[config.mk]
export PLATFORM = sky130hd
export DESIGN_NAME = csr_access_seq_flat
export DESIGN_NICKNAME = d
export VERILOG_FILES = /design/src/rtl/csr_access_seq_if.sv /design/src/rtl/csr_access_seq.sv /design/src/flat_wrapper.sv
export SDC_FILE = /design/constraint.sdc
export NUM_CORES = 1
export LEC_CHECK = 0
export ABC_CLOCK_PERIOD_IN_PS = 7000
export CAP_MARGIN = 0
export CORE_AREA = 4 4 136 138
export CTS_CLUSTER_DIAMETER = 30
export DETAILED_ROUTE_END_ITERATION = 10
export DIE_AREA = 0 0 140 142
export PLACE_DENSITY = 0.79
export SLEW_MARGIN = 20
export SYNTH_ARGS = -nofsm -noshare
export SYNTH_HDL_FRONTEND = slang
export SYNTH_SLANG_ARGS = --single-unit
[constraint.sdc]
create_clock -name clk -period 7 [get_ports clk]
set_input_delay 1.4 -clock clk [delete_from_list [all_inputs] [get_ports clk]]
set_output_delay 1.4 -clock clk [all_outputs]
set_load 0.01 [all_outputs]
[src/rtl/csr_access_seq_if.sv]
// Bus bundle between the CSR access sequencer and its neighbours: the execute-stage request
// channel, the interrupt sideband, the CSR file port and the response channel to the pipeline.
//   master : the sequencer (accepts requests, drives the CSR file, produces responses)
//   slave  : the environment (pipeline + CSR file)
interface csr_access_seq_if #(
   parameter int unsigned XLEN = 32
);
   // Request channel from execute
   logic            req_valid;
   logic            req_ready;
   logic [2:0]      req_op;
   logic [1:0]      req_sys;
   logic [11:0]     req_csr;
   logic [XLEN-1:0] req_rs1_val;
   logic [4:0]      req_zimm;
   logic [XLEN-1:0] req_pc;
   // Interrupt sideband
   logic            intr_ok;
   logic [XLEN-1:0] intr_pc;
   logic            enintr;
   // CSR file port
   logic [11:0]     csr_addr;
   logic            csr_wren;
   logic [XLEN-1:0] csr_wdata;
   logic [XLEN-1:0] csr_rdata;
   logic            csr_fault;
   logic            csr_ecall;
   logic            csr_mret;
   logic            csr_intr;
   // Response channel to the pipeline
   logic            rsp_valid;
   logic            rsp_ready;
   logic [XLEN-1:0] rsp_rd_data;
   logic            rsp_redirect;
   logic [XLEN-1:0] rsp_pc;
   logic            rsp_illegal;
   logic            rsp_intr;

   modport master (
      input  req_valid, req_op, req_sys, req_csr, req_rs1_val, req_zimm, req_pc,
      input  intr_ok, intr_pc, enintr,
      input  csr_rdata, csr_fault,
      input  rsp_ready,
      output req_ready,
      output csr_addr, csr_wren, csr_wdata, csr_ecall, csr_mret, csr_intr,
      output rsp_valid, rsp_rd_data, rsp_redirect, rsp_pc, rsp_illegal, rsp_intr
   );

   modport slave (
      output req_valid, req_op, req_sys, req_csr, req_rs1_val, req_zimm, req_pc,
      output intr_ok, intr_pc, enintr,
      output csr_rdata, csr_fault,
      output rsp_ready,
      input  req_ready,
      input  csr_addr, csr_wren, csr_wdata, csr_ecall, csr_mret, csr_intr,
      input  rsp_valid, rsp_rd_data, rsp_redirect, rsp_pc, rsp_illegal, rsp_intr
   );
endinterface

[src/rtl/csr_access_seq.sv]
// Core-side initiator for the machine-mode CSR file.
// Accepts SYSTEM-class instructions from execute, performs CSR read-modify-write sequences,
// sequences ECALL / MRET / interrupt entry through the CSR file trap strobes, and returns the
// old CSR value or a redirect PC on the response channel.
// Ports:
//   clk   : clock
//   reset : asynchronous, active-high reset
//   bus   : request, interrupt sideband, CSR file port and response channel (master side)
// All outputs except req_ready are registered together with the state.
module csr_access_seq #(
   parameter int unsigned XLEN       = 32,
   parameter bit          INTR_FIRST = 1'b1
) (
   input logic              clk,
   input logic              reset,
   csr_access_seq_if.master bus
);

   typedef enum logic [2:0] {
      StIdle, StRead, StWrite, StEcall, StMret, StIntr, StDone
   } state_e;

   state_e          state_q;
   logic [2:0]      op_q;
   logic [4:0]      zimm_q;
   logic [XLEN-1:0] rs1_q;

   logic [11:0]     csr_addr_q;
   logic            csr_wren_q;
   logic [XLEN-1:0] csr_wdata_q;
   logic            csr_ecall_q;
   logic            csr_mret_q;
   logic            csr_intr_q;

   logic            rsp_valid_q;
   logic [XLEN-1:0] rsp_rd_data_q;
   logic            rsp_redirect_q;
   logic [XLEN-1:0] rsp_pc_q;
   logic            rsp_illegal_q;
   logic            rsp_intr_q;

   logic            take_int;
   logic [XLEN-1:0] src;
   logic [XLEN-1:0] new_val;
   logic            write_needed;

   assign take_int      = bus.enintr & bus.intr_ok;
   assign bus.req_ready = (state_q == StIdle) & ~(take_int & INTR_FIRST);

   // Read-modify-write datapath; op_q[2] selects the immediate forms.
   always_comb begin
      src = op_q[2] ? {{(XLEN-5){1'b0}}, zimm_q} : rs1_q;
      case (op_q[1:0])
         2'b10:   new_val = bus.csr_rdata | src;
         2'b11:   new_val = bus.csr_rdata & ~src;
         default: new_val = src;
      endcase
      // Set/clear with a zero rs1 field is a pure read: no write side effects allowed.
      write_needed = (op_q[1:0] == 2'b01) | (zimm_q != 5'd0);
   end

   always_ff @(posedge clk or posedge reset) begin
      if (reset) begin
         state_q        <= StIdle;
         op_q           <= '0;
         zimm_q         <= '0;
         rs1_q          <= '0;
         csr_addr_q     <= '0;
         csr_wren_q     <= 1'b0;
         csr_wdata_q    <= '0;
         csr_ecall_q    <= 1'b0;
         csr_mret_q     <= 1'b0;
         csr_intr_q     <= 1'b0;
         rsp_valid_q    <= 1'b0;
         rsp_rd_data_q  <= '0;
         rsp_redirect_q <= 1'b0;
         rsp_pc_q       <= '0;
         rsp_illegal_q  <= 1'b0;
         rsp_intr_q     <= 1'b0;
      end else begin
         unique case (state_q)
            StIdle: begin
               if (take_int && (INTR_FIRST || !bus.req_valid)) begin
                  state_q     <= StIntr;
                  csr_intr_q  <= 1'b1;
                  csr_wren_q  <= 1'b1;
                  csr_wdata_q <= bus.intr_pc;
               end else if (bus.req_valid) begin
                  // req_ready is necessarily high on this branch.
                  op_q   <= bus.req_op;
                  zimm_q <= bus.req_zimm;
                  rs1_q  <= bus.req_rs1_val;
                  case (bus.req_op)
                     3'b001, 3'b010, 3'b011, 3'b101, 3'b110, 3'b111: begin
                        state_q    <= StRead;
                        csr_addr_q <= bus.req_csr;
                     end
                     3'b000: begin
                        if (bus.req_sys == 2'b01) begin
                           state_q     <= StEcall;
                           csr_ecall_q <= 1'b1;
                           csr_wren_q  <= 1'b1;
                           csr_wdata_q <= bus.req_pc;
                        end else if (bus.req_sys == 2'b10) begin
                           state_q    <= StMret;
                           csr_mret_q <= 1'b1;
                        end else begin
                           state_q       <= StDone;
                           rsp_valid_q   <= 1'b1;
                           rsp_illegal_q <= 1'b1;
                        end
                     end
                     default: begin
                        state_q       <= StDone;
                        rsp_valid_q   <= 1'b1;
                        rsp_illegal_q <= 1'b1;
                     end
                  endcase
               end
            end
            StRead: begin
               if (bus.csr_fault) begin
                  state_q       <= StDone;
                  csr_addr_q    <= '0;
                  rsp_valid_q   <= 1'b1;
                  rsp_illegal_q <= 1'b1;
               end else begin
                  rsp_rd_data_q <= bus.csr_rdata;
                  if (write_needed) begin
                     state_q     <= StWrite;
                     csr_wren_q  <= 1'b1;
                     csr_wdata_q <= new_val;
                  end else begin
                     state_q     <= StDone;
                     csr_addr_q  <= '0;
                     rsp_valid_q <= 1'b1;
                  end
               end
            end
            StWrite: begin
               state_q     <= StDone;
               csr_addr_q  <= '0;
               csr_wren_q  <= 1'b0;
               csr_wdata_q <= '0;
               rsp_valid_q <= 1'b1;
            end
            StEcall, StMret, StIntr: begin
               // The CSR file presents the redirect target while the strobe is up.
               state_q        <= StDone;
               csr_ecall_q    <= 1'b0;
               csr_mret_q     <= 1'b0;
               csr_intr_q     <= 1'b0;
               csr_wren_q     <= 1'b0;
               csr_wdata_q    <= '0;
               rsp_valid_q    <= 1'b1;
               rsp_redirect_q <= 1'b1;
               rsp_pc_q       <= bus.csr_rdata;
               rsp_intr_q     <= (state_q == StIntr);
            end
            StDone: begin
               if (bus.rsp_ready) begin
                  state_q        <= StIdle;
                  rsp_valid_q    <= 1'b0;
                  rsp_rd_data_q  <= '0;
                  rsp_redirect_q <= 1'b0;
                  rsp_pc_q       <= '0;
                  rsp_illegal_q  <= 1'b0;
                  rsp_intr_q     <= 1'b0;
               end
            end
            default: state_q <= StIdle;
         endcase
      end
   end

   assign bus.csr_addr     = csr_addr_q;
   assign bus.csr_wren     = csr_wren_q;
   assign bus.csr_wdata    = csr_wdata_q;
   assign bus.csr_ecall    = csr_ecall_q;
   assign bus.csr_mret     = csr_mret_q;
   assign bus.csr_intr     = csr_intr_q;
   assign bus.rsp_valid    = rsp_valid_q;
   assign bus.rsp_rd_data  = rsp_rd_data_q;
   assign bus.rsp_redirect = rsp_redirect_q;
   assign bus.rsp_pc       = rsp_pc_q;
   assign bus.rsp_illegal  = rsp_illegal_q;
   assign bus.rsp_intr     = rsp_intr_q;

endmodule

[src/flat_wrapper.sv]
// flat-port wrapper written by rule: the top's interface ports become plain ports
module csr_access_seq_flat 
#(
   parameter int unsigned XLEN       = 32,
   parameter bit          INTR_FIRST = 1'b1
)
  (clk, reset, bus_req_valid, bus_req_op, bus_req_sys, bus_req_csr, bus_req_rs1_val, bus_req_zimm, bus_req_pc, bus_intr_ok, bus_intr_pc, bus_enintr, bus_csr_rdata, bus_csr_fault, bus_rsp_ready, bus_req_ready, bus_csr_addr, bus_csr_wren, bus_csr_wdata, bus_csr_ecall, bus_csr_mret, bus_csr_intr, bus_rsp_valid, bus_rsp_rd_data, bus_rsp_redirect, bus_rsp_pc, bus_rsp_illegal, bus_rsp_intr);
  csr_access_seq_if #(.XLEN(XLEN)) bus_i ();
  input logic clk;
  input logic reset;
  input wire logic [$bits(bus_i.req_valid)-1:0] bus_req_valid;
  input wire logic [$bits(bus_i.req_op)-1:0] bus_req_op;
  input wire logic [$bits(bus_i.req_sys)-1:0] bus_req_sys;
  input wire logic [$bits(bus_i.req_csr)-1:0] bus_req_csr;
  input wire logic [$bits(bus_i.req_rs1_val)-1:0] bus_req_rs1_val;
  input wire logic [$bits(bus_i.req_zimm)-1:0] bus_req_zimm;
  input wire logic [$bits(bus_i.req_pc)-1:0] bus_req_pc;
  input wire logic [$bits(bus_i.intr_ok)-1:0] bus_intr_ok;
  input wire logic [$bits(bus_i.intr_pc)-1:0] bus_intr_pc;
  input wire logic [$bits(bus_i.enintr)-1:0] bus_enintr;
  input wire logic [$bits(bus_i.csr_rdata)-1:0] bus_csr_rdata;
  input wire logic [$bits(bus_i.csr_fault)-1:0] bus_csr_fault;
  input wire logic [$bits(bus_i.rsp_ready)-1:0] bus_rsp_ready;
  output wire logic [$bits(bus_i.req_ready)-1:0] bus_req_ready;
  output wire logic [$bits(bus_i.csr_addr)-1:0] bus_csr_addr;
  output wire logic [$bits(bus_i.csr_wren)-1:0] bus_csr_wren;
  output wire logic [$bits(bus_i.csr_wdata)-1:0] bus_csr_wdata;
  output wire logic [$bits(bus_i.csr_ecall)-1:0] bus_csr_ecall;
  output wire logic [$bits(bus_i.csr_mret)-1:0] bus_csr_mret;
  output wire logic [$bits(bus_i.csr_intr)-1:0] bus_csr_intr;
  output wire logic [$bits(bus_i.rsp_valid)-1:0] bus_rsp_valid;
  output wire logic [$bits(bus_i.rsp_rd_data)-1:0] bus_rsp_rd_data;
  output wire logic [$bits(bus_i.rsp_redirect)-1:0] bus_rsp_redirect;
  output wire logic [$bits(bus_i.rsp_pc)-1:0] bus_rsp_pc;
  output wire logic [$bits(bus_i.rsp_illegal)-1:0] bus_rsp_illegal;
  output wire logic [$bits(bus_i.rsp_intr)-1:0] bus_rsp_intr;
  assign bus_i.req_valid = bus_req_valid;
  assign bus_i.req_op = bus_req_op;
  assign bus_i.req_sys = bus_req_sys;
  assign bus_i.req_csr = bus_req_csr;
  assign bus_i.req_rs1_val = bus_req_rs1_val;
  assign bus_i.req_zimm = bus_req_zimm;
  assign bus_i.req_pc = bus_req_pc;
  assign bus_i.intr_ok = bus_intr_ok;
  assign bus_i.intr_pc = bus_intr_pc;
  assign bus_i.enintr = bus_enintr;
  assign bus_i.csr_rdata = bus_csr_rdata;
  assign bus_i.csr_fault = bus_csr_fault;
  assign bus_i.rsp_ready = bus_rsp_ready;
  assign bus_req_ready = bus_i.req_ready;
  assign bus_csr_addr = bus_i.csr_addr;
  assign bus_csr_wren = bus_i.csr_wren;
  assign bus_csr_wdata = bus_i.csr_wdata;
  assign bus_csr_ecall = bus_i.csr_ecall;
  assign bus_csr_mret = bus_i.csr_mret;
  assign bus_csr_intr = bus_i.csr_intr;
  assign bus_rsp_valid = bus_i.rsp_valid;
  assign bus_rsp_rd_data = bus_i.rsp_rd_data;
  assign bus_rsp_redirect = bus_i.rsp_redirect;
  assign bus_rsp_pc = bus_i.rsp_pc;
  assign bus_rsp_illegal = bus_i.rsp_illegal;
  assign bus_rsp_intr = bus_i.rsp_intr;
  csr_access_seq #(.XLEN(XLEN), .INTR_FIRST(INTR_FIRST)) u_core (.clk(clk), .reset(reset), .bus(bus_i));
endmodule
Yosys cells after proc, flatten, opt, wreduce, memory -nomap -nowiden
Index checks and enable logic that the tools add are counted.
{"block": "word_totals", "ff_bits": 159, "out_inout_bits": 117, "elab_cells": 141, "input_bits": 157}
{"block": "op_classes", "reduce_logical": 24, "muxes": 58, "bitwise_logic": 7, "n_eq_ne": 36}
{"cell": "$mux 32", "count": 9}
{"cell": "$pmux 32 s2", "count": 3}
{"cell": "$pmux 32 s3", "count": 1}
{"cell": "$mux 12", "count": 5}
{"cell": "$pmux 12 s3", "count": 1}
{"cell": "$and 32x32->32", "count": 1}
{"cell": "$not 32->32", "count": 1}
{"cell": "$or 32x32->32", "count": 1}
{"cell": "$ne 2x2->1 const B", "count": 11}
{"cell": "$mux 1", "count": 21}
{"cell": "$eq 3x3->1 const B", "count": 6}
{"cell": "$mux 3", "count": 6}
{"cell": "$reduce_and 8->1", "count": 2}
{"cell": "$eq 3x2->1 const B", "count": 4}
{"cell": "$pmux 1 s2", "count": 6}
{"cell": "$pmux 3 s4", "count": 1}
{"cell": "$reduce_and 6->1", "count": 2}
{"cell": "$reduce_and 5->1", "count": 2}
{"cell": "$ne 3x2->1 const B", "count": 3}
{"cell": "$ne 3x3->1 const B", "count": 3}
{"cell": "$reduce_bool 3->1", "count": 3}
{"cell": "$eq 2x2->1 const B", "count": 3}
{"cell": "$eq 3x1->1 const B", "count": 2}
{"cell": "$logic_not 3->1", "count": 2}
{"cell": "17 further kinds", "count": 26}

Logic depth before layout (Yosys ltp)
Gate-level depths: netlist of the first run.
{"block": "logic_depth", "word_depth": 7, "mapped_depth": 7, "mapped_depth_nobuf": 4}

Least setup slack after synthesis of the first run
No wires, ideal clock.
{"block": "synth_path", "path_kind": "input -> output", "start": "input bus_enintr", "end": "output bus_req_ready", "stages": 1, "arrival_ns": 1.649, "t_required_ns": 5.600, "n_path_buf": 0, "slack_ns": 3.951, "path_cell_list": "a21oi_2"}
{"block": "synth_between", "elab_chain_cells": 3}
{"element": "start: declaration", "line_no": "flat_wrapper.sv:20", "source": "input wire logic [$bits(bus_i.enintr)-1:0] bus_enintr;"}
{"element": "$and 1x1->1", "line_no": "csr_access_seq.sv:47", "source": "assign take_int = bus.enintr & bus.intr_ok;"}
{"element": "$not 1->1 (no line)"}
{"element": "$and 1x1->1", "line_no": "csr_access_seq.sv:48", "source": "assign bus.req_ready = (state_q == StIdle) & ~(take_int & INTR_FIRST);"}
{"element": "end: declaration", "line_no": "flat_wrapper.sv:24", "source": "output wire logic [$bits(bus_i.req_ready)-1:0] bus_req_ready;"}
No other way between the ends.

Worst setup path in the final report of the first run
Same ends and word-level chain as after synthesis.

==> impl_metrics.ini, run 1 <==
[global_routing]
grt_overflow = 0
grt_pass1_wl_microns = 36640
antenna_found_initial = 0
grt_pass1_vias = 6554
grt.total_usage = 0.2346
grt_start_max_net_pins = 114

[synthesis]
synth_fp_nets = 835
ys.flop_type = dfrtp_1
ys_seq_elements = 159
syn_avg_cell_area_sq_um = 11.32
mappedNetlistArea_sq_mm = 0.007676
syn_inst = 678
async_reset_ff_frac = 1.000
ys_warn_count = 0
ys_seq_area_frac = 0.5183
synth-edff-count = 0
synth_cell_types = 49

[route]
dr_wl_met2_microns = 11720
drt_iter0_markers = 358
wl_met1_microns = 9655
drtAntennaViolNets = 0
top_layer = met4
via_per_inst = 5.451
wl_microns = 23420
vias = 6361
dr.pass1.iters = 5
met3_wirelength_microns = 1484
avgRoutedWirePerCell_microns = 20.07
post-route-drc-count = 0

[sta]
relSlewSlack = 0.2922
fmax_ghz = 0.2434
worst_pin_slew_ns = 1.062
setup_tns_ns = 0
fin_crit_sh = 0.5868
rsz0062_at_grt = false
period_needed_ns = 4.108
finalHoldViolCount = 0
skew_ns = 0.006900
final_max_slew_viol_count = 0
setup_viol = 0

[clock_network]
cts_inserted_buffers = 17
cts_hold_repair.buffers = 0
cts_num_sinks = 159
cts_tree = yes
cts-root-buf = clkbuf_16
clkTransAtPathRegs_ns = 0.06
htreeDepth = 4
postCtsSetupBuffers = 0
cts_buffer_depth = 2
clkLatencyLatePin_ns = 0.41
ctsResizeCount = 0

[power]
pwr-share-clk = 0.213
pwr_density_cell_mw_per_mm2 = 390.5
p_leak_nw = 4.908
p_int_mw = 2.864
p_sw_mw = 1.494
switching_share = 0.3428
ir_worst_vdd_v = 0.0002819
p_seq_frac = 0.354
power_frac_comb = 0.433

[critical_path]
critPathMaxStageDelay_ns = 0.58
critPathMaxFanout = 3
crit_cells = 3
path_class = primary input to output port
reg2regPathDepth = 3
cpMaxStageDelayCell = clkdlybuf4s50_1
end_kind = output port
crit_chain = clkdlybuf4s50_1 -> a21oi_2 -> clkdlybuf4s50_1
arrival_ns = 2.71
start_kind = primary input
cp_num_buf_inv = 2
cp_top_family = buffers and inverters
cp_common_cell = clkdlybuf4s50_1
critPathRequiredTime_ns = 5.60

[placement]
placed_cells = 1135
placed_cell_area_sq_mm = 0.01056
place_congestion = 0.8534
portBuffers = 273
dp_hpwl_microns = 15900

[cells_and_area]
final_cells = 1167
finalInstanceArea_sq_mm = 0.01116
drive_above_1_share = 0.1433
n_antenna_cell = 0
area_growth_pct = 45.36
nNetsFinal = 1086

[floorplan]
top_level_ports = 274
fp-row-count = 48
die_width_microns = 140
die_area_sq_mm = 0.01988
start_util = 0.4469
core_sq_mm = 0.01718
fp.dieH_microns = 142

[run]
maxCapViolations = 0

[outcome]
status = completed

[min_path]
hold_depth = 2
hold_path_class = flip-flop to flip-flop
area by class of cell:
cell class                      count  area, sq um
Fill cell                        1353         6018
Sequential cell                   159         3980
Multi-Input combinational cell    449         3413
Timing Repair Buffer              283         2811
Clock buffer                       21        460.4
Tap cell                          225        281.5
Clock inverter                     11        132.6
Inverter                           19        78.83
stage by stage:
stage / power, mW / setup slack, ns / util / hold slack [ns]
finish: 4.358 / 2.892 / 0.6496 / 0.5017
global route: 4.592 / 2.841 / 0.6496 / 0.5129
CTS: 4.396 / 2.881 / 0.6495 / 0.5080
detailed placement: 3.452 / 2.880 / 0.6149 / 0.4910
global placement: 3.391 / 2.894 / 0.6142 / 0.4844
floorplan: 2.602 / 1.308 / - / 0.4800
registers in the layout, summed over array words and instances (netlist names):
signal                   count
u_core.bus.rsp_pc           32
u_core.op_q                  3
u_core.bus.rsp_rd_data      32
u_core.state_q               3
u_core.bus.csr_wren          1
u_core.bus.rsp_valid         1
u_core.bus.rsp_redirect      1
u_core.rs1_q                32
u_core.bus.csr_addr         12
u_core.bus.csr_mret          1
u_core.bus.csr_intr          1
u_core.bus.csr_ecall         1
u_core.bus.csr_wdata        32
u_core.bus.rsp_intr          1
u_core.bus.rsp_illegal       1
u_core.zimm_q                5
logic make-up (layout without fill, tap and decap cells):
logic type / count (synthesis) / after routing / synth area share
mux: 128 / 128 / 0.1938
xor+xnor: 2 / 2 / 0.002282
buf+inv: 70 / 334 / 0.03993
compound gates: 151 / 151 / 0.1438
simple gates: 168 / 168 / 0.1019
flops: 159 / 159 / 0.5183
power groups by stage:
stage / logic [mW] / clock network [mW] / registers (mW)
4_1_cts: 1.91 / 0.945 / 1.54
5_1_grt: 2.02 / 0.983 / 1.59
6_report: 1.89 / 0.927 / 1.54
3_3_place_gp: 1.85 / 0 / 1.54
2_1_floorplan: 1.03 / 0 / 1.57
3_5_place_dp: 1.90 / 0 / 1.55
worst min-delay path, delay by kind of cell (launching register included):
kind               cells  cell delay [ns]
DFF                    1             0.34
AOI/OAI and AO/OA      1             0.05
and+or+nand+nor        1             0.07
synthesized netlist by cell type (4+ instances only):
master,count,area (sq um)
a22o_1,32,280.3
inv_1,19,71.32
nor2_1,10,37.54
a221o_1,27,270.3
a21oi_1,5,25.02
o21ai_0,64,320.3
mux2_4,29,435.4
o22ai_1,5,31.28
mux2i_1,50,500.5
buf_1,8,30.03
buf_2,11,55.05
mux2_2,49,551.8
nand2b_1,28,175.2
clkbuf_1,28,105.1
buf_6,4,45.04
nand2_1,111,416.7
dfrtp_1,159,3979
final timing paths:
path                                 startpoint                  endpoint  slack [ns]
max                                  bus_enintr             bus_req_ready        2.89
min                        u_core.bus.csr_ecall      u_core.bus.csr_ecall        0.50
max reg2reg                   u_core.state_q[1]          u_core.rs1_q[17]        4.29
min reg2reg                u_core.bus.csr_ecall      u_core.bus.csr_ecall        0.50
max in group asynchronous                 reset  u_core.bus.csr_wdata[30]        4.36
min in group asynchronous                 reset     u_core.bus.rsp_pc[18]        1.52
placed cells by master (no fill, tap or decap), drive strengths merged, types with 3 or more instances in the layout:
cell / synthesis / routed
o21ai: 65 / 65
a21oi: 6 / 6
o22ai: 5 / 5
inv: 19 / 21
nor2: 10 / 10
a221o: 27 / 27
clkdlybuf4s50: 0 / 273
mux2i: 50 / 50
nand2: 112 / 112
a22o: 32 / 32
buf: 23 / 10
dfrtp: 159 / 159
clkinvlp: 0 / 5
clkbuf: 28 / 21
mux2: 78 / 78
nand2b: 28 / 28
o31ai: 4 / 4
nor3b: 3 / 3
metal layers:
metal	track usage	vias to the layer above
li1	-	2919
met1	0.2900	3155
met2	0.3998	250
met3	0.05914	37
met4	0.08873	0
met5	0	-
(Power assumes the default switching activity.)
==> inputs of run 2 (changes only) <==
--- a/config.mk
+++ b/config.mk
@@ -5,13 +5,13 @@
 export SDC_FILE = /design/constraint.sdc
 export NUM_CORES = 1
 export LEC_CHECK = 0
-export ABC_CLOCK_PERIOD_IN_PS = 7000
+export ABC_CLOCK_PERIOD_IN_PS = 3500
 export CAP_MARGIN = 0
-export CORE_AREA = 4 4 136 138
+export CORE_AREA = 4 4 142 144
 export CTS_CLUSTER_DIAMETER = 30
 export DETAILED_ROUTE_END_ITERATION = 10
-export DIE_AREA = 0 0 140 142
-export PLACE_DENSITY = 0.79
+export DIE_AREA = 0 0 146 148
+export PLACE_DENSITY = 0.76
 export SLEW_MARGIN = 20
 export SYNTH_ARGS = -nofsm -noshare
 export SYNTH_HDL_FRONTEND = slang
==> constraint.sdc (replaced) <==
create_clock -name clk -period 3.5 [get_ports clk]
set_input_delay 0.7 -clock clk [delete_from_list [all_inputs] [get_ports clk]]
set_output_delay 0.7 -clock clk [all_outputs]
set_load 0.01 [all_outputs]
==> impl_metrics.ini, run 2 (synthesis gave the netlist of run 1 again) <==
[clock_network]
cts_num_sinks = 159
cts_tree = yes
cts_buffer_depth = 2
ctsResizeCount = 0
cts-root-buf = clkbuf_16
clkLatencyLatePin_ns = 0.42
postCtsSetupBuffers = 0
cts_inserted_buffers = 17
htreeDepth = 4
clkTransAtPathRegs_ns = 0.06
cts_hold_repair.buffers = 0

[cells_and_area]
nNetsFinal = 1092
final_common_cell = clkdlybuf4s50_1
n_antenna_cell = 0
multi_input_area_sq_mm = 0.003413
drive_above_1_share = 0.1459
num-fill-cells = 1528
most-common-layout-cells = 273 x clkdlybuf4s50_1, 159 x dfrtp_1, 111 x nand2_1
seqCellArea_sq_mm = 0.003979
area_growth_pct = 46.52

[sta]
worst_pin_slew_ns = 0.9356
fin_crit_sh = 0.8446
setup_viol = 0
fmax_ghz = 0.3383
rsz0062_at_grt = false
relSlewSlack = 0.3763
skew_ns = 0.009893
period_needed_ns = 2.956
final_max_slew_viol_count = 0
finalHoldViolCount = 0
setup_tns_ns = 0
timing.hold.ws_ns = 0.4972

[route]
dr_wl_met2_microns = 11930
met3_wirelength_microns = 1719
dr.pass1.iters = 4
top_layer = met4
drtAntennaViolNets = 0
wl_met1_microns = 9866
vias = 6287
wl_microns = 23780
post-route-drc-count = 0
via_per_inst = 5.328
drt_iter0_markers = 284
avgRoutedWirePerCell_microns = 20.15

[critical_path]
critPathMaxFanout = 15
end_kind = output port
path_class = flip-flop to output port
start_kind = flip-flop
arrival_ns = 2.26
crit_start = u_core.state_q[1]
critPathRequiredTime_ns = 2.80
rr_startpoint = u_core.state_q[1]

[floorplan]
die_width_microns = 146
start_util = 0.4104
core_sq_mm = 0.01871
fp.dieH_microns = 148
fp-row-count = 50
top_level_ports = 274
die_area_sq_mm = 0.02161

[power]
finalPower_mw = 8.742
pwr_density_cell_mw_per_mm2 = 777.3
ir_worst_vdd_v = 0.0003950
p_leak_nw = 4.955

[global_routing]
grt_overflow = 0
grt_pass1_vias = 6493
antenna_found_initial = 0
grt.total_usage = 0.2177
grt_pass1_wl_microns = 36980
grt_start_max_net_pins = 74

[run]
maxCapViolations = 0

[min_path]
worstHoldStart = u_core.bus.rsp_redirect
hold_path_class = flip-flop to flip-flop

[outcome]
status = completed

[placement]
place_congestion = 0.7817
dp_hpwl_microns = 16700
portBuffers = 273
[run 2: changes by cell type in the layout (fill, tap and decap cells not counted)]
cell	previous run	this run
clkinvlp_4	5	3
inv_6	2	1
clkinv_2	0	2
buf_6	1	0
inv_8	1	0
buf_12	0	5
dfrtp_2	1	0
dfrtp_1	158	159
buf_4	9	11
[run 2: through the flow]
stage	area [sq um]	worst slack, ns	util	cells
final	11250	0.5439	0.6013	1180
after global routing	11250	0.4491	0.6013	1180
after CTS	11250	0.5330	0.6013	1180
after detailed placement	10680	0.7010	0.5707	1150
after global placement	10680	0.7694	0.5707	1150
after floorplan	7680	0.7851	-	678
[run 2: area by class of cell]
class / count / area share
inverters: 19 / 0.006675
well taps: 234 / 0.02603
clock inverters: 9 / 0.009901
multi-input cells: 449 / 0.3035
repair buffers: 289 / 0.2592
clock buffers: 21 / 0.04094
flip-flops and latches: 159 / 0.3538
[run 2: worst paths after layout]
kind / endpoint / slack [ns] / cells past startpoint
max: bus_req_ready / 0.54 / 3
min in group asynchronous: u_core.bus.rsp_pc[18] / 0.70 / 2
max in group asynchronous: u_core.bus.csr_wdata[0] / 2.02 / 3
max reg2reg: u_core.bus.rsp_rd_data[4] / 0.99 / 5
min reg2reg: u_core.bus.rsp_redirect / 0.50 / 1
min: u_core.bus.rsp_redirect / 0.50 / 1
[run 2: worst max-delay path, cell delays in order, from the launching register on]
cell             delay, ns
dfrtp_1               0.58
or3_1                 0.46
a21oi_2               0.22
clkdlybuf4s50_1       0.58
[run 2: per-layer routing]
layer / global-route usage / vias up
met5: 0 / -
met4: 0.05409 / 0
met3: 0.06775 / 19
met2: 0.3787 / 209
met1: 0.2653 / 3139
li1: - / 2920
[run 2: where the power goes]
group | total [mW] | switching [mW] | internal, mW | leakage (nW)
Sequential | 3.07 | 0.529 | 2.54 | 2.05
Clock | 1.83 | 0.747 | 1.08 | 0.275
Combinational | 3.84 | 1.70 | 2.14 | 2.63
Total | 8.74 | 2.98 | 5.76 | 4.96
